### config.mk
export PLATFORM = sky130hd
export DESIGN_NAME = alu_core
export DESIGN_NICKNAME = d
export VERILOG_FILES = /design/src/rtl/alu_pkg.sv /design/src/rtl/alu_mul_pipe.sv /design/src/rtl/alu_core.sv
export SDC_FILE = /design/constraint.sdc
export NUM_CORES = 1
export LEC_CHECK = 0
export BUFFER_PORTS_ARGS = -buffer_cell sky130_fd_sc_hd__buf_2
export CELL_PAD_IN_SITES_DETAIL_PLACEMENT = 1
export CELL_PAD_IN_SITES_GLOBAL_PLACEMENT = 2
export CORE_MARGIN = 5
export CORE_UTILIZATION = 30
export CTS_CLUSTER_SIZE = 8
export DETAILED_ROUTE_END_ITERATION = 10
export PLACE_DENSITY_LB_ADDON = 0.1
export SYNTH_ARGS = -nofsm -noshare
export SYNTH_HDL_FRONTEND = slang
export SYNTH_SLANG_ARGS = --single-unit
### constraint.sdc
create_clock -name clk -period 8.4 [get_ports clk]
set_clock_uncertainty 0.15 [all_clocks]
set_input_delay 1.26 -clock clk [delete_from_list [all_inputs] [get_ports clk]]
set_output_delay 1.26 -clock clk [all_outputs]
set_load 0.01 [all_outputs]
### src/rtl/alu_pkg.sv
// Shared constants, command codes, FSM state type and operand-need decode for the ALU core.
package alu_pkg;

    localparam int unsigned OP_WIDTH_DEF   = 8;
    localparam int unsigned CMD_WIDTH_DEF  = 4;
    localparam int unsigned TIMEOUT_CYCLES = 16;

    // Arithmetic commands (mode = 1)
    localparam int unsigned CMD_ADD     = 0;
    localparam int unsigned CMD_SUB     = 1;
    localparam int unsigned CMD_ADD_CIN = 2;
    localparam int unsigned CMD_SUB_CIN = 3;
    localparam int unsigned CMD_INC_A   = 4;
    localparam int unsigned CMD_DEC_A   = 5;
    localparam int unsigned CMD_INC_B   = 6;
    localparam int unsigned CMD_DEC_B   = 7;
    localparam int unsigned CMD_CMP     = 8;
    localparam int unsigned CMD_INC_MUL = 9;
    localparam int unsigned CMD_SHL_MUL = 10;

    // Logic commands (mode = 0)
    localparam int unsigned CMD_AND    = 0;
    localparam int unsigned CMD_NAND   = 1;
    localparam int unsigned CMD_OR     = 2;
    localparam int unsigned CMD_NOR    = 3;
    localparam int unsigned CMD_XOR    = 4;
    localparam int unsigned CMD_XNOR   = 5;
    localparam int unsigned CMD_NOT_A  = 6;
    localparam int unsigned CMD_NOT_B  = 7;
    localparam int unsigned CMD_SHR1_A = 8;
    localparam int unsigned CMD_SHL1_A = 9;
    localparam int unsigned CMD_SHR1_B = 10;
    localparam int unsigned CMD_SHL1_B = 11;
    localparam int unsigned CMD_ROL    = 12;
    localparam int unsigned CMD_ROR    = 13;

    typedef enum logic [2:0] {
        StIdle,
        StWaitOp,
        StExec,
        StMul1,
        StMul2
    } alu_state_e;

    typedef struct packed {
        logic cout;
        logic oflow;
        logic g;
        logic l;
        logic e;
        logic err;
    } alu_flags_t;

    // Operand valid bits a command needs; 2'b00 marks an unlisted mode/cmd pair.
    function automatic logic [1:0] valid_need(input logic mode, input int unsigned c);
        logic [1:0] need;
        need = 2'b00;
        if (mode) begin
            case (c)
                CMD_ADD, CMD_SUB, CMD_ADD_CIN, CMD_SUB_CIN,
                CMD_CMP, CMD_INC_MUL, CMD_SHL_MUL:          need = 2'b11;
                CMD_INC_A, CMD_DEC_A:                       need = 2'b01;
                CMD_INC_B, CMD_DEC_B:                       need = 2'b10;
                default:                                    need = 2'b00;
            endcase
        end else begin
            case (c)
                CMD_AND, CMD_NAND, CMD_OR, CMD_NOR,
                CMD_XOR, CMD_XNOR, CMD_ROL, CMD_ROR:        need = 2'b11;
                CMD_NOT_A, CMD_SHR1_A, CMD_SHL1_A:          need = 2'b01;
                CMD_NOT_B, CMD_SHR1_B, CMD_SHL1_B:          need = 2'b10;
                default:                                    need = 2'b00;
            endcase
        end
        return need;
    endfunction

    function automatic logic is_mul(input logic mode, input int unsigned c);
        return mode && ((c == CMD_INC_MUL) || (c == CMD_SHL_MUL));
    endfunction

endpackage

### src/rtl/alu_mul_pipe.sv
// Two-stage registered multiplier: stage 1 prepares the operands, stage 2 registers the product.
module alu_mul_pipe
    import alu_pkg::*;
#(
    parameter int unsigned OP_WIDTH = OP_WIDTH_DEF
) (
    input  logic                  clk_i,
    input  logic                  rst_i,
    input  logic                  ce_i,
    input  logic                  load_i,
    input  logic                  shl_i,
    input  logic [OP_WIDTH-1:0]   a_i,
    input  logic [OP_WIDTH-1:0]   b_i,
    output logic [2*OP_WIDTH-1:0] prod_o
);

    localparam int unsigned W2 = 2 * OP_WIDTH;

    logic [W2-1:0] ma_q, ma_d;
    logic [W2-1:0] mb_q, mb_d;
    logic [W2-1:0] prod_q, prod_d;

    always_comb begin
        ma_d = ma_q;
        mb_d = mb_q;
        if (load_i) begin
            if (shl_i) begin
                ma_d = W2'(a_i) << 1;
                mb_d = W2'(b_i);
            end else begin
                ma_d = W2'(a_i) + W2'(1);
                mb_d = W2'(b_i) + W2'(1);
            end
        end
        // Truncation to W2 bits gives the modulo-2**(2*OP_WIDTH) product.
        prod_d = ma_q * mb_q;
    end

    always_ff @(posedge clk_i) begin
        if (rst_i) begin
            ma_q   <= '0;
            mb_q   <= '0;
            prod_q <= '0;
        end else if (ce_i) begin
            ma_q   <= ma_d;
            mb_q   <= mb_d;
            prod_q <= prod_d;
        end
    end

    assign prod_o = prod_q;

endmodule

### src/rtl/alu_core.sv
// Registered ALU with operand-wait FSM, timeout, and a pipelined multiply path.
module alu_core
    import alu_pkg::*;
#(
    parameter int unsigned OP_WIDTH  = OP_WIDTH_DEF,
    parameter int unsigned CMD_WIDTH = CMD_WIDTH_DEF
) (
    input  logic                  clk,
    input  logic                  rst,
    input  logic                  ce,
    input  logic                  mode,
    input  logic [CMD_WIDTH-1:0]  cmd,
    input  logic [1:0]            inp_valid,
    input  logic                  cin,
    input  logic [OP_WIDTH-1:0]   opa,
    input  logic [OP_WIDTH-1:0]   opb,
    output logic [2*OP_WIDTH-1:0] res,
    output logic                  cout,
    output logic                  oflow,
    output logic                  g,
    output logic                  l,
    output logic                  e,
    output logic                  err
);

    localparam int unsigned W     = OP_WIDTH;
    localparam int unsigned W2    = 2 * OP_WIDTH;
    localparam int unsigned SHW   = $clog2(OP_WIDTH);
    localparam int unsigned CNT_W = $clog2(TIMEOUT_CYCLES);
    localparam logic [W:0]  ONE_X = (W + 1)'(1);

    alu_state_e            state_q, state_d;
    logic [CNT_W-1:0]      cnt_q, cnt_d;
    logic                  in_mode_q, in_mode_d;
    logic [CMD_WIDTH-1:0]  in_cmd_q, in_cmd_d;
    logic                  in_cin_q, in_cin_d;
    logic [1:0]            in_valid_q, in_valid_d;
    logic [W-1:0]          in_a_q, in_a_d;
    logic [W-1:0]          in_b_q, in_b_d;
    logic [W2-1:0]         res_q, res_d;
    alu_flags_t            flags_q, flags_d;

    int unsigned           cmd_in_u, cmd_q_u;
    logic [1:0]            need_in, need_q;
    logic                  mul_load, mul_shl;
    logic [W2-1:0]         mul_prod;

    logic [W:0]            a_x, b_x, arith;
    logic [W-1:0]          logic_r, rot_l, rot_r;
    logic [SHW-1:0]        sh, idx_l, idx_r;
    logic [W2-1:0]         exec_res;
    alu_flags_t            exec_flags;

    assign cmd_in_u = 32'(cmd);
    assign cmd_q_u  = 32'(in_cmd_q);
    assign need_in  = valid_need(mode, cmd_in_u);
    assign need_q   = valid_need(in_mode_q, cmd_q_u);

    alu_mul_pipe #(
        .OP_WIDTH (OP_WIDTH)
    ) u_mul_pipe (
        .clk_i  (clk),
        .rst_i  (rst),
        .ce_i   (ce),
        .load_i (mul_load),
        .shl_i  (mul_shl),
        .a_i    (opa),
        .b_i    (opb),
        .prod_o (mul_prod)
    );

    // Execute unit: combinational over the input register, consumed only in StExec.
    always_comb begin
        exec_res   = '0;
        exec_flags = '0;
        arith      = '0;
        logic_r    = '0;
        a_x        = {1'b0, in_a_q};
        b_x        = {1'b0, in_b_q};
        sh         = in_b_q[SHW-1:0];
        rot_l      = '0;
        rot_r      = '0;
        idx_l      = '0;
        idx_r      = '0;
        // Index arithmetic wraps at SHW bits, so OP_WIDTH is assumed a power of two.
        for (int j = 0; j < W; j++) begin
            idx_l    = SHW'(j) - sh;
            idx_r    = SHW'(j) + sh;
            rot_l[j] = in_a_q[idx_l];
            rot_r[j] = in_a_q[idx_r];
        end

        if ((need_q == 2'b00) || ((need_q & in_valid_q) != need_q)) begin
            exec_flags.err = 1'b1;
        end else if (in_mode_q) begin
            case (cmd_q_u)
                CMD_ADD: begin
                    arith           = a_x + b_x;
                    exec_flags.cout = arith[W];
                end
                CMD_ADD_CIN: begin
                    arith           = a_x + b_x + (W + 1)'(in_cin_q);
                    exec_flags.cout = arith[W];
                end
                CMD_SUB: begin
                    arith            = a_x - b_x;
                    exec_flags.oflow = (in_a_q < in_b_q);
                end
                CMD_SUB_CIN: begin
                    arith            = a_x - b_x - (W + 1)'(in_cin_q);
                    exec_flags.oflow = (a_x < (b_x + (W + 1)'(in_cin_q)));
                end
                CMD_INC_A: begin
                    arith           = a_x + ONE_X;
                    exec_flags.cout = arith[W];
                end
                CMD_DEC_A: begin
                    arith            = a_x - ONE_X;
                    exec_flags.oflow = (in_a_q == '0);
                end
                CMD_INC_B: begin
                    arith           = b_x + ONE_X;
                    exec_flags.cout = arith[W];
                end
                CMD_DEC_B: begin
                    arith            = b_x - ONE_X;
                    exec_flags.oflow = (in_b_q == '0);
                end
                CMD_CMP: begin
                    exec_flags.g = (in_a_q > in_b_q);
                    exec_flags.l = (in_a_q < in_b_q);
                    exec_flags.e = (in_a_q == in_b_q);
                end
                default: ;
            endcase
            exec_res = W2'(arith);
        end else begin
            case (cmd_q_u)
                CMD_AND:    logic_r = in_a_q & in_b_q;
                CMD_NAND:   logic_r = ~(in_a_q & in_b_q);
                CMD_OR:     logic_r = in_a_q | in_b_q;
                CMD_NOR:    logic_r = ~(in_a_q | in_b_q);
                CMD_XOR:    logic_r = in_a_q ^ in_b_q;
                CMD_XNOR:   logic_r = ~(in_a_q ^ in_b_q);
                CMD_NOT_A:  logic_r = ~in_a_q;
                CMD_NOT_B:  logic_r = ~in_b_q;
                CMD_SHR1_A: logic_r = in_a_q >> 1;
                CMD_SHL1_A: logic_r = in_a_q << 1;
                CMD_SHR1_B: logic_r = in_b_q >> 1;
                CMD_SHL1_B: logic_r = in_b_q << 1;
                CMD_ROL: begin
                    logic_r        = rot_l;
                    exec_flags.err = |in_b_q[W-1:SHW];
                end
                CMD_ROR: begin
                    logic_r        = rot_r;
                    exec_flags.err = |in_b_q[W-1:SHW];
                end
                default: ;
            endcase
            exec_res = W2'(logic_r);
        end
    end

    always_comb begin
        state_d    = state_q;
        cnt_d      = cnt_q;
        in_mode_d  = in_mode_q;
        in_cmd_d   = in_cmd_q;
        in_cin_d   = in_cin_q;
        in_valid_d = in_valid_q;
        in_a_d     = in_a_q;
        in_b_d     = in_b_q;
        res_d      = res_q;
        flags_d    = flags_q;
        mul_load   = 1'b0;
        mul_shl    = 1'b0;

        case (state_q)
            StIdle: begin
                in_mode_d  = mode;
                in_cmd_d   = cmd;
                in_cin_d   = cin;
                in_valid_d = inp_valid;
                in_a_d     = opa;
                in_b_d     = opb;
                cnt_d      = '0;
                if (inp_valid != 2'b00) begin
                    if ((need_in == 2'b11) && (inp_valid != 2'b11)) begin
                        state_d = StWaitOp;
                    end else if ((need_in == 2'b11) && is_mul(mode, cmd_in_u)) begin
                        state_d  = StMul1;
                        mul_load = 1'b1;
                        mul_shl  = (cmd_in_u == CMD_SHL_MUL);
                    end else begin
                        state_d = StExec;
                    end
                end
            end
            StWaitOp: begin
                // Latched mode/cmd/cin stay in force; only the operands are reloaded.
                if (inp_valid == 2'b11) begin
                    in_a_d     = opa;
                    in_b_d     = opb;
                    in_valid_d = 2'b11;
                    cnt_d      = '0;
                    if (is_mul(in_mode_q, cmd_q_u)) begin
                        state_d  = StMul1;
                        mul_load = 1'b1;
                        mul_shl  = (cmd_q_u == CMD_SHL_MUL);
                    end else begin
                        state_d = StExec;
                    end
                end else if (cnt_q == CNT_W'(TIMEOUT_CYCLES - 1)) begin
                    res_d       = '0;
                    flags_d     = '0;
                    flags_d.err = 1'b1;
                    cnt_d       = '0;
                    state_d     = StIdle;
                end else begin
                    cnt_d = cnt_q + 1'b1;
                end
            end
            StExec: begin
                res_d   = exec_res;
                flags_d = exec_flags;
                state_d = StIdle;
            end
            StMul1: begin
                state_d = StMul2;
            end
            StMul2: begin
                res_d   = mul_prod;
                flags_d = '0;
                state_d = StIdle;
            end
            default: begin
                state_d = StIdle;
            end
        endcase
    end

    always_ff @(posedge clk) begin
        if (rst) begin
            state_q    <= StIdle;
            cnt_q      <= '0;
            in_mode_q  <= 1'b0;
            in_cmd_q   <= '0;
            in_cin_q   <= 1'b0;
            in_valid_q <= 2'b00;
            in_a_q     <= '0;
            in_b_q     <= '0;
            res_q      <= '0;
            flags_q    <= '0;
        end else if (ce) begin
            state_q    <= state_d;
            cnt_q      <= cnt_d;
            in_mode_q  <= in_mode_d;
            in_cmd_q   <= in_cmd_d;
            in_cin_q   <= in_cin_d;
            in_valid_q <= in_valid_d;
            in_a_q     <= in_a_d;
            in_b_q     <= in_b_d;
            res_q      <= res_d;
            flags_q    <= flags_d;
        end
    end

    assign res   = res_q;
    assign cout  = flags_q.cout;
    assign oflow = flags_q.oflow;
    assign g     = flags_q.g;
    assign l     = flags_q.l;
    assign e     = flags_q.e;
    assign err   = flags_q.err;

endmodule

== Word-level counts from Yosys, hierarchy flattened ==
Memories as Yosys holds them, arrays and structs flattened. A register that Yosys moved wholly into a read port is not among the register bits.
Index checks and enable logic that the tools add are counted.

* Register bits: 101
* Bits in latches: 0
* Bits in writable memories: 0
* Bits in read-only memories: 128
* Input port bits: 27
* Output and inout port bits: 22
* Logic and storage cells: 217
* Memories kept: 4

* Add/sub/neg operators: 27
* Multiply operators: 1
* Divide/modulo/power cells: 0
* Order comparisons: 19
* Eq/ne operators: 30
* Shift operators: 0
* Multiplexer cells: 86
* Bitwise operators: 9
* Reductions and logical operators: 23

{| class="wikitable"
|+ Memory list
! name !! depth !! width !! rd ports !! clocked after memory_dff !! write ports !! RTL line !! text
|-
| (name not given) || 16 || 2 || 1 || 1 || 0 || alu_pkg.sv:59 || <nowiki>case (c)</nowiki>
|-
| (name not given) || 16 || 2 || 1 || 1 || 0 || alu_pkg.sv:67 || <nowiki>case (c)</nowiki>
|-
| (name not given) || 16 || 2 || 1 || 0 || 0 || alu_pkg.sv:59 ||
|-
| (name not given) || 16 || 2 || 1 || 0 || 0 || alu_pkg.sv:67 ||
|}

{| class="wikitable"
|+ Operator list
! kind !! number
|-
| case mux 8 bit (14 select lines) || 1
|-
| case mux 9 bit (8 select lines) || 1
|-
| less-than comparator 3 x 4 -> 1 bit, second input constant || 16
|-
| two-way mux 16 bit || 4
|-
| binary-select mux 1 bit (select 3 bit) || 16
|-
| case mux 16 bit (3 select lines) || 1
|-
| inverter 8 bit || 5
|-
| adder 8 x 1 -> 9 bit, second input constant || 4
|-
| == test 4 bit, second input constant || 9
|-
| logical NOT 32 bit || 1
|-
| case mux 8 bit (2 select lines) || 2
|-
| two-way mux 1 bit || 31
|-
| two-way mux 4 bit || 6
|-
| two-way mux 9 bit || 2
|-
| case mux 6 bit (3 select lines) || 1
|-
| subtractor 8 x 1 -> 9 bit, second input constant || 2
|-
| == test 4 x 3 -> 1 bit, second input constant || 4
|-
| logical NOT 8 bit || 2
|-
| multiplier 16 x 16 -> 16 bit || 1
|-
| two-way mux 8 bit || 2
|-
| adder 3 bit, first input constant || 4
|-
| two-way mux 3 bit || 4
|-
| two-way mux 6 bit || 2
|-
| subtractor 3 bit, first input constant || 4
|-
| other kinds (45) || 70
|}

== Longest topological paths before layout ==
Gate-level depths: netlist of run 1.

* Depth after elaboration: 9
* Mapped depth: 19

== Modules after synthesis ==
Synthesis of run 1 repeated with hierarchy kept, for this count alone.

* Cells, all modules: 1,399
* Area total of the unflattened synthesis: 11,158.2 µm²

{| class="wikitable"
|+ By module, submodules not included
! module !! times used !! cells an instance !! area an instance (µm²)
|-
| alu_core || 1 || 896 || 6,771.5
|-
| alu_mul_pipe || 1 || 503 || 4,386.7
|}

== Worst setup path after synthesis of run 1 ==
No wires, ideal clock.

* Kind: register to register
* From: reg u_mul_pipe.mb_q[6]
* To: reg u_mul_pipe.prod_q[14], in the netlist u_mul_pipe.prod_o[14]
* Data arrival time: 4.754 ns
* Data required time: 8.128 ns
* Setup slack: 3.374 ns
* Stages on the path, launching flop included: 18
* Period minus slack after synthesis: 5.026 ns
* Cells stage by stage: dfxtp_1 > and2_1 > fa_1 > inv_1 > fa_1 > inv_1 > fa_1 > ha_1 > fa_1 > inv_1 > fa_1 > inv_1 > ha_1 > and3_1 > a21oi_1 > a21oi_1 > nor4b_1 > a311o_1

* Longest elaborated chain between the ends: 1

{| class="wikitable"
|+ RTL lines
! what !! RTL line !! text
|-
| start: declaration || alu_mul_pipe.sv:20 || <nowiki>logic [W2-1:0] mb_q, mb_d;</nowiki>
|-
| start signal: assignment || alu_mul_pipe.sv:46 || <nowiki>mb_q <= mb_d;</nowiki>
|-
| multiplier 16 x 16 -> 16 bit || alu_mul_pipe.sv:36 || <nowiki>prod_d = ma_q * mb_q;</nowiki>
|-
| end signal: assignment || alu_mul_pipe.sv:47 || <nowiki>prod_q <= prod_d;</nowiki>
|-
| end: declaration || alu_mul_pipe.sv:21 || <nowiki>logic [W2-1:0] prod_q, prod_d;</nowiki>
|}

Every way passes these cells.
A chain may end at the register's enable or synchronous reset.

== Worst setup path in the final report of run 1 ==
* From: reg u_mul_pipe.ma_q[2]
* To: reg u_mul_pipe.prod_q[14], in the netlist u_mul_pipe.prod_o[14]

* Longest elaborated chain between the ends: 1

{| class="wikitable"
|+ RTL lines
! what !! RTL line !! text
|-
| start: declaration || alu_mul_pipe.sv:19 || <nowiki>logic [W2-1:0] ma_q, ma_d;</nowiki>
|-
| start signal: assignment || alu_mul_pipe.sv:45 || <nowiki>ma_q <= ma_d;</nowiki>
|-
| multiplier 16 x 16 -> 16 bit || alu_mul_pipe.sv:36 ||
|}

Every way passes these cells.

==> results.toml, run 1 <==
[grt]
grt.total_usage_pct = 21.9
overflow = 0
grt_pass1_wl_mm = 69.2
antenna_found_initial = 0
grt_pass1_vias = 10716
grt_max_degree = 53

[power_and_ir_drop]
seq_power_share_pct = 32.5
clock_power_share_pct = 30.0
combPwrFrac_pct = 37.4
leakage_nw = 5.21
p_int_uw = 854
vdd_drop_max_v = 0.000102
p_sw_share_pct = 40.7
p_switching_uw = 586
power_density_mw_per_mm2 = 119

[floorplanning]
core_mm2 = 0.0366
die-area_mm2 = 0.0410
die_x_um = 202
rows = 70
initial_utilization_pct = 30.3
ios = 49
die_y_um = 202

[placement]
hpwlAfterDp_mm = 35.0
placed_cells = 1855
port_buffers = 48
gp_congestion = 0.898
place_area_mm2 = 0.0118

[flow_run]
cap_violations = 0

[setup_path]
reg2regPathDepth = 16
worstSetupEndpointType = "register"
critical_path_class = "register to register"
slowest_delay_ns = 0.56
cp-start-kind = "register"
cp.arrival_ns = 5.50
worstPathRequired_ns = 8.56
critPathMostFrequentCell = "fa_1"
path_cells = "and2_1 -> fa_1 -> fa_1 -> ha_1 -> fa_1 -> inv_1 -> fa_1 -> fa_1 -> inv_1 -> ha_1 -> inv_1 -> o31ai_1 -> a21oi_1 -> a21oi_1 -> nor4b_1 -> a311o_1"
cpLargestDelayFamily = "adder cells"
cp_max_fo = 10
path_buf_inv = 3
cp_slowest_cell = "dfxtp_1"
cp.depth = 16

[sta]
tightest_slew_ns = 1.00
period_share_pct = 63.5
fmax_mhz = 187
drv_slew = 0
period_needed_ns = 5.33
final-hold-violation-count = 0
whs_ns = 0.308
fin_tns_setup_ns = 0
setup_viol = 0
max_slew_margin_pct = 33.1
rsz0062_at_grt = "no"

[clock_tree]
clockRootBuffer = "clkbuf_16"
cts_tree = "built"
cts.repair.resized = 0
path_clk_slew_ns = 0.08
cts_setup_buffers = 0
clock_sinks = 91
worstSkewPairLatency_ns = 0.36
holdBufCountCts = 0
htree_levels = 3
numCtsBuffers = 9
clk_path_buf_depth = 2

[yosys]
yosysTopAreaCellShare_pct = 16.4
syn_nets = 1583
synth_edf_count = 0
ys_top_cells_by_area = "dfxtp_1, ha_1, fa_1"
ys.flop_type = "dfxtp_1"
ys_types = 86
yosys_warnings = 0
synth-seq-cells = 91
ys_seq_area_share_pct = 16.4
synth_cells = 1392
yosys.area.top_type = "dfxtp_1"
syn_area_mm2 = 0.0111
synthArstFlopShare_pct = 0
syn_avg_cell_area_um2 = 7.98

[routing]
drt-initial-drc-count = 638
dr.pass1.iters = 4
wl_per_cell_um = 24.2
drcViolationCount = 0
viasPerCell = 5.53
vias = 10342
ant_nets = 0
totalWireLength_mm = 45.2

[finish]
final_area_mm2 = 0.0121
stdcell_count = 1871
syn_to_final_growth_pct = 8.89
drive_gt1_share_pct = 9.98
nNetsFinal = 1589
diodes = 0
fillers = 4415

[worst_hold_path]
hold_depth = 2
min_path_type = "register to register"

[status]
status = "finished clean"
==> Yosys cell counts (all sizes together), types with 6 or more instances <==
master	n
a2111oi	6
a211o	6
a211oi	22
a21o	12
a21oi	91
a221oi	9
a22oi	7
a31oi	11
and2	69
and3	20
buf	35
clkbuf	47
dfxtp	91
fa	47
ha	117
inv	126
mux2i	50
mux4	17
nand2	119
nand2b	13
nand3	36
nand4	16
nor2	112
nor2b	14
nor3	32
nor4	16
o211ai	6
o21a	6
o21ai	51
o21bai	6
o22ai	14
o31ai	8
o32ai	6
xnor2	51
xor2	22
==> logic make-up after synthesis <==
family	after synthesis	share of synthesized area, %
AOI/OAI and AO/OA	310	18.8
xor gates and xnor gates	73	5.76
adders and majority gates	164	21.7
buffers and inverters	210	7.66
DFF	91	16.4
muxes	69	8.16
and+or+nand+nor	475	21.5
==> power by group through the flow <==
stage / sequential, mW / combinational, mW / clock (mW)
floorplan: 0.473 / 0.358 / 0
global placement: 0.478 / 0.531 / 0
detailed placement: 0.479 / 0.533 / 0
CTS: 0.468 / 0.535 / 0.451
global route: 0.471 / 0.581 / 0.469
finish: 0.469 / 0.539 / 0.432
==> registers in the layout, summed over array words and instances (netlist names), named ones only <==
signal and cells:
in_a_q 8, g 1, in_cmd_q 4, u_mul_pipe.prod_o 16
in_cin_q 1, err 1, u_mul_pipe.ma_q 9, e 1
u_mul_pipe.mb_q 9, in_mode_q 1, cnt_q 4, in_b_q 8
l 1, state_q 3, res 16, oflow 1
in_valid_q 2, cout 1
==> per-stage QoR <==
step                      power [mW]  setup slack [ns]  util [%]
final                           1.44              3.07      33.0
after CTS                       1.45              2.98      33.0
after global placement          1.01              3.12      32.2
after global routing            1.52              2.66      33.0
after floorplan                0.831              3.37         -
after detailed placement        1.01              3.02      32.2
==> layout make-up <==
cell class              instances  area (µm²)  area share [%]
clock buffers                  10         239            1.98
clock inverters                 6        67.6           0.559
repair buffers                 77         458            3.79
multi-input cells            1091        8440            69.8
well taps                     468         586            4.84
flip-flops and latches         91        1820            15.1
inverters                     128         480            3.97
==> placed cells by master, fill, tap and decap left out, types with 5 or more instances in the layout <==
cell type / synthesis / final
fa_1: 47 / 47
ha_1: 117 / 117
o22ai_1: 14 / 14
o32ai_1: 6 / 6
xnor2_1: 51 / 51
o21bai_1: 6 / 6
a31oi_1: 11 / 11
dfxtp_1: 91 / 90
clkbuf_16: 0 / 9
nand4_1: 16 / 16
a22o_1: 5 / 5
a21o_1: 12 / 12
o21a_1: 6 / 6
nand3_1: 36 / 36
o211ai_1: 6 / 6
xor2_1: 22 / 22
a221oi_1: 9 / 9
mux4_2: 17 / 17
a21oi_1: 89 / 89
nor3b_1: 5 / 5
buf_2: 23 / 48
o21ai_0: 50 / 50
nor2_1: 109 / 108
a211oi_1: 20 / 20
o31ai_1: 8 / 8
and3_1: 20 / 20
and2_1: 68 / 68
nand2b_1: 12 / 12
a211o_1: 5 / 5
inv_1: 125 / 125
a22oi_1: 7 / 7
nor4_1: 16 / 16
a2bb2oi_1: 5 / 5
mux2i_1: 50 / 50
buf_4: 5 / 29
nand2_1: 119 / 119
nor2b_1: 14 / 14
nor3_1: 31 / 31
==> final timing paths <==
check                             startpoint                                 end  slack [ns]
max          u_mul_pipe.ma_q[2]$_SDFFE_PP0P_  u_mul_pipe.prod_o[14]$_SDFFE_PP0P_        3.07
max reg2reg  u_mul_pipe.ma_q[2]$_SDFFE_PP0P_  u_mul_pipe.prod_o[14]$_SDFFE_PP0P_        3.07
min reg2reg             res[13]$_SDFFE_PP0P_                res[13]$_SDFFE_PP0P_        0.31
min                     res[13]$_SDFFE_PP0P_                res[13]$_SDFFE_PP0P_        0.31
==> tightest hold or removal path, delay by kind of cell, from the launching register on <==
family	cells	cell delay, ns
compound gates	1	0.05
flops	1	0.31
simple gates	1	0.05
==> per-layer routing <==
metal / up-vias / track usage [%] / part of all wire [%]
met5: - / 0 / 0
met4: 0 / 4.56 / 1.7
met3: 44 / 4.33 / 5.7
met2: 244 / 33.2 / 43
met1: 5136 / 32.4 / 50
li1: 4918 / - / -
(Power assumes the default switching activity.)
==> run 2, diff against run 1 <==
ABC_AREA = 1   (was default)
clock period = 4.67 ns   (was 8.4 ns; I/O delays follow)
==> run 2 against run 1 <==
  * The flow now finishes with violations (setup timing)
  * Non-clock buffer count rose by 47
  * Cell count rose by 21%
  * Clock power rose by 72%
  * Sequential share of layout area fell by 0.42 points
  * Combinational power rose by 140%
  * Hold slack improved by 0.0056 ns
==> results.toml, run 2 <==
[routing]
dr.pass1.iters = 5
drt-initial-drc-count = 588
vias = 11486
route.met3.wl_mm = 2.64
top_layer = "met5"
met2WireLength_mm = 18.2
ant_nets = 0
drt-met1-wl_mm = 22.6
drcViolationCount = 0
totalWireLength_mm = 44.0
wl_per_cell_um = 19.5
viasPerCell = 5.08

[clock_tree]
clockRootBuffer = "clkbuf_16"
worstSkewPairLatency_ns = 0.36
cts_tree = "built"
htree_levels = 3
clock_sinks = 91
numCtsBuffers = 9
clk_path_buf_depth = 2
path_clk_slew_ns = 0.07

[floorplanning]
core_mm2 = 0.0357
die_x_um = 200
initial_utilization_pct = 30.4
die_y_um = 200
rows = 69
ios = 49
die-area_mm2 = 0.0401

[setup_path]
critical_path.startpoint = "u_mul_pipe.mb_q[5]$_SDFFE_PP0P_"
cp-start-kind = "register"
cp_max_fo = 6
worstPathRequired_ns = 4.78
worstSetupEndpointType = "register"
r2r-start = "u_mul_pipe.mb_q[5]$_SDFFE_PP0P_"
critical_path_class = "register to register"
cp.arrival_ns = 5.08

[power_and_ir_drop]
p_switching_mw = 1.36
combPwrFrac_pct = 43.4
leakage_nw = 6.70
seq_power_share_pct = 31.3
p_sw_share_pct = 46.2
power_density_mw_per_mm2 = 232
clock_power_share_pct = 25.2
vdd_drop_max_v = 0.000234
p_int_mw = 1.58

[yosys]
synth_cells = 1721
syn_avg_cell_area_um2 = 6.30
syn_nets = 1912
synthTopCellsByCount = "nand2_1, inv_1, nor2_1"
syn_area_mm2 = 0.0109
ys.flop_type = "dfxtp_1"
yosys.area.top_type = "dfxtp_1"
ys_seq_area_share_pct = 16.8
yosysTopAreaCellShare_pct = 16.8
ys_types = 50
synthArstFlopShare_pct = 0
synth-seq-cells = 91
synth.most_common_cell = "nand2_1"
ys_top_cells_by_area = "dfxtp_1, nand2_1, ha_1"
synth_edf_count = 0
yosys_warnings = 0

[finish]
final_common_cell = "nand2_1"
stdcell_count = 2262
fillers = 4588
nNetsFinal = 1987
syn_to_final_growth_pct = 16.5
layout_common_cells = "nand2_1, inv_1, nor2_1, o21ai_0, nand3_1"
drive_gt1_share_pct = 13.6

[sta]
period_needed_ns = 4.96
fin_ws_ns = -0.293
period_share_pct = 106
rsz0062_at_grt = "yes"
max_slew_margin_pct = 36.7
final-hold-violation-count = 0
setup_viol = 6
fmax_mhz = 201
drv_slew = 0
fin_tns_setup_ns = -1.10
tightest_slew_ns = 0.941

[grt]
grt_pass1_vias = 11836
antenna_found_initial = 6
grt.total_usage_pct = 21.8
grt_pass1_wl_mm = 69.4
overflow = 0
grt_max_degree = 59

[placement]
port_buffers = 48
placed_cells = 2232
gp_congestion = 0.906
hpwlAfterDp_mm = 36.3

[worst_hold_path]
min_path_type = "register to register"
min_from = "res[14]$_SDFFE_PP0P_"

[flow_run]
cap_violations = 0

[status]
status = "complete, but fails checks"
violations = "setup timing"
## run 2: per-layer routing
layer	GRT usage [%]	vias to the layer above
met3	4.41	36
met2	32.4	227
met5	0	-
met1	32.8	5534
li1	-	5679
met4	3.59	10
## run 2: power by group through the flow
stage | clock network (mW) | registers [mW] | logic (mW)
2_1_floorplan | 0 | 0.896 | 0.815
3_3_place_gp | 0 | 0.942 | 1.23
3_5_place_dp | 0 | 0.941 | 1.25
4_1_cts | 0.758 | 0.920 | 1.26
5_1_grt | 0.789 | 0.930 | 1.42
6_report | 0.741 | 0.921 | 1.28
## run 2: what timing repair did
action | CTS | global route
setup endpoints to repair | 7 | 9
pin swaps | 17 | 47
endpoints found under the hold margin | 0 | 0
gates resized for setup | 29 | 55
buffers inserted | 12 | 3
cloned | 0 | 0
hold buffers | 0 | 0
## run 2: cell families (layout without fill, tap and decap cells)
logic type	after synthesis	count (layout)	synth area share [%]
adders and majority gates	164	164	22.2
and+or+nand+nor	749	749	29.0
muxes	2	2	0.185
AOI/OAI and AO/OA	314	314	16.0
other	0	1	0
buffers and inverters	363	442	12.8
DFF	91	91	16.8
xor gates and xnor gates	38	38	3.07
## run 2: area by class of cell
class	count	area [µm²]	area share, %
sequential	91	1850	14.7
antenna	1	2.50	0.0198
tap	461	577	4.56
clock buffer	11	253	2.00
clock inverter	4	33.8	0.267
inverter	303	1140	9.00
timing repair buffer	124	837	6.62
multi-input combinational	1267	7950	62.9
## run 2: through the flow
| stage | setup WS (ns) | area (µm²) | util (%) | hold WS, ns | power (mW) |
|---|---|---|---|---|---|
| 2_1_floorplan | -0.0613 | 11000 | - | 0.300 | 1.71 |
| 3_3_place_gp | -0.302 | 12000 | 33.7 | 0.302 | 2.17 |
| 3_5_place_dp | -0.401 | 12000 | 33.7 | 0.306 | 2.19 |
| 4_1_cts | -0.299 | 12500 | 34.9 | 0.317 | 2.94 |
| 5_1_grt | -0.493 | 12600 | 35.5 | 0.339 | 3.14 |
| 6_report | -0.293 | 12600 | 35.5 | 0.313 | 2.94 |
## run 2: worst max-delay path, stage by stage (launching register included)
cell and delay (ns):
dfxtp_4 0.38, nand2_2 0.07, inv_1 0.05, fa_1 0.50, inv_1 0.05, fa_1 0.48
fa_1 0.53, inv_2 0.05, ha_4 0.21, fa_1 0.55, inv_2 0.04, fa_1 0.49
inv_2 0.05, ha_4 0.29, nand2_4 0.07, o21ai_4 0.13, a21oi_2 0.06, o21ai_2 0.17
nand2_1 0.09, a21oi_2 0.16, nor2_1 0.07, nand2_1 0.06, nand3_1 0.07, nand2_1 0.07
inv_1 0.04
## run 2: worst paths after layout
check	to	slack, ns	cells past startpoint
min	res[14]$_SDFFE_PP0P_	0.31	2
max	u_mul_pipe.prod_o[15]$_SDFFE_PP0P_	-0.29	24
max reg2reg	u_mul_pipe.prod_o[15]$_SDFFE_PP0P_	-0.29	24
min reg2reg	res[14]$_SDFFE_PP0P_	0.31	2
==> run 3, diff against run 2 <==
RECOVER_POWER = 50   (was default)
==> run 3 against run 2 <==
  * The run ends with capacitance limit, slew limit, setup timing left
  * Register-to-register slack about the same
  * Critical path depth unchanged
  * Design area decreased by 0.38%
  * Die area unchanged
  * Flip-flop and latch count unchanged
  * Sequential share of layout area increased by 0.055 points
  * Via count decreased by 0.15%
  * Sequential power about the same
  * Critical endpoint unchanged
  * Largest cell class unchanged
  * Largest power group unchanged
==> results.toml, run 3 (synthesis results as in run 2) <==
[finish]
layout_common_cells = "nand2_1, inv_1, nor2_1, o21ai_0, nand3_1"
nNetsFinal = 1987
final_common_cell = "nand2_1"
drive_gt1_share_pct = 11.9
stdcell_count = 2262
syn_to_final_growth_pct = 16.1

[power_and_ir_drop]
leakage_nw = 6.59
clock_power_share_pct = 25.3
p_switching_mw = 1.36
power_density_mw_per_mm2 = 233
combPwrFrac_pct = 43.3
seq_power_share_pct = 31.4
p_sw_share_pct = 46.2
p_int_mw = 1.58
vdd_drop_max_v = 0.000234

[sta]
fin_ws_ns = -0.293
tightest_slew_ns = 2.35
max_slew_margin_pct = -56.9
whs_ns = 0.314
final-hold-violation-count = 0
fmax_mhz = 201
rsz0062_at_grt = "yes"
drv_slew = 59
period_needed_ns = 4.96
period_share_pct = 106
setup_viol = 6

[floorplanning]
die_x_um = 200
rows = 69
die-area_mm2 = 0.0401
die_y_um = 200
initial_utilization_pct = 30.4
core_mm2 = 0.0357
ios = 49

[clock_tree]
clock_sinks = 91
path_clk_slew_ns = 0.07
htree_levels = 3
clockRootBuffer = "clkbuf_16"
cts_tree = "built"
numCtsBuffers = 9
worstSkewPairLatency_ns = 0.36
clk_path_buf_depth = 2

[routing]
drt-initial-drc-count = 602
totalWireLength_mm = 44.0
wl_per_cell_um = 19.4
viasPerCell = 5.07
ant_nets = 0
vias = 11469
dr.pass1.iters = 5
drcViolationCount = 0

[setup_path]
critical_path_class = "register to register"
cp.arrival_ns = 5.08
worstPathRequired_ns = 4.78
cp_slowest_cell = "fa_1"
cp-start-kind = "register"
path_buf_inv = 6
worstSetupEndpointType = "register"
path_cells = "nand2_2 -> inv_1 -> fa_1 -> inv_1 -> fa_1 -> fa_1 -> inv_2 -> ha_4 -> fa_1 -> inv_2 -> fa_1 -> inv_2 -> ha_4 -> nand2_4 -> o21ai_4 -> a21oi_2 -> o21ai_2 -> nand2_1 -> a21oi_2 -> nor2_1 -> nand2_1 -> nand3_1 -> nand2_1 -> inv_1"
slowest_delay_ns = 0.55
cp_max_fo = 6
cpLargestDelayFamily = "adder cells"
critPathMostFrequentCell = "fa_1"

[grt]
overflow = 0
grt.total_usage_pct = 21.8
grt_max_degree = 59
antenna_found_initial = 6
grt_pass1_wl_mm = 69.4
grt_pass1_vias = 11836

[worst_hold_path]
min_path_type = "register to register"

[placement]
gp_congestion = 0.906
placed_cells = 2232
port_buffers = 48
hpwlAfterDp_mm = 36.3

[flow_run]
cap_violations = 1

[status]
violations = "capacitance limit, slew limit, setup timing"
status = "complete, but fails checks"
==> run 3: cell count changes in the layout (fill, tap and decap cells not counted) <==
cell	delta
nor2_4	-1
nor2_2	-2
clkbuf_1	+24
nor2_1	+3
inv_2	-3
clkinv_1	+2
inv_1	+1
buf_2	-22
buf_4	-2
==> run 3: path summary, 6_finish.rpt <==
kind | slack, ns | endpoint | cells past startpoint | startpoint
max | -0.29 | u_mul_pipe.prod_o[15]$_SDFFE_PP0P_ | 24 | u_mul_pipe.mb_q[5]$_SDFFE_PP0P_
min | 0.31 | res[12]$_SDFFE_PP0P_ | 2 | res[12]$_SDFFE_PP0P_
max reg2reg | -0.29 | u_mul_pipe.prod_o[15]$_SDFFE_PP0P_ | 24 | u_mul_pipe.mb_q[5]$_SDFFE_PP0P_
min reg2reg | 0.31 | res[12]$_SDFFE_PP0P_ | 2 | res[12]$_SDFFE_PP0P_
==> run 3: metal layers <==
| layer | part of all wire [%] | vias to the layer above | track usage [%] |
|---|---|---|---|
| met5 | 0.12 | - | 0 |
| met4 | 1.2 | 10 | 3.59 |
| met3 | 5.9 | 36 | 4.41 |
| met2 | 42 | 214 | 32.4 |
| met1 | 51 | 5533 | 32.8 |
| li1 | - | 5676 | - |
==> run 3: power groups by stage <==
stage          clock network (mW)  registers [mW]  logic (mW)
6_report                    0.741           0.921        1.27
5_1_grt                     0.789           0.930        1.41
4_1_cts                     0.758           0.920        1.26
3_5_place_dp                    0           0.941        1.25
3_3_place_gp                    0           0.942        1.23
2_1_floorplan                   0           0.896       0.815
==> run 3: tightest hold or removal path, stage by stage (launching register included) <==
cell     delay [ns]
dfxtp_1        0.31
nand2_1        0.06
a21oi_1        0.05
==> run 3: layout make-up <==
| type | instances | area [µm²] |
|---|---|---|
| well taps | 461 | 577 |
| clock inverters | 4 | 33.8 |
| flip-flops and latches | 91 | 1850 |
| inverters | 303 | 1140 |
| repair buffers | 124 | 802 |
| fillers | 4599 | 23100 |
| multi-input cells | 1267 | 7940 |
| clock buffers | 11 | 253 |
| diodes | 1 | 2.50 |
==> run 3: timing repair <==
| item | 4_1_cts | 5_1_grt |
|---|---|---|
| hold buffers | 0 | 0 |
| pin swaps | 17 | 47 |
| buffers inserted | 12 | 3 |
| gates resized for setup | 29 | 55 |
| setup endpoints to repair | 7 | 9 |
==> run 3: metrics by stage <==
step / cell area [µm²] / util (%) / TNS (ns) / worst slack (ns) / total power [mW]
after global routing: 12600 / 35.3 / -2.68 / -0.493 / 3.13
after detailed placement: 12000 / 33.7 / -1.76 / -0.401 / 2.19
after floorplan: 11000 / - / -0.0613 / -0.0613 / 1.71
after CTS: 12500 / 34.9 / -1.34 / -0.299 / 2.94
final: 12600 / 35.3 / -1.23 / -0.293 / 2.93
after global placement: 12000 / 33.7 / -1.18 / -0.302 / 2.17
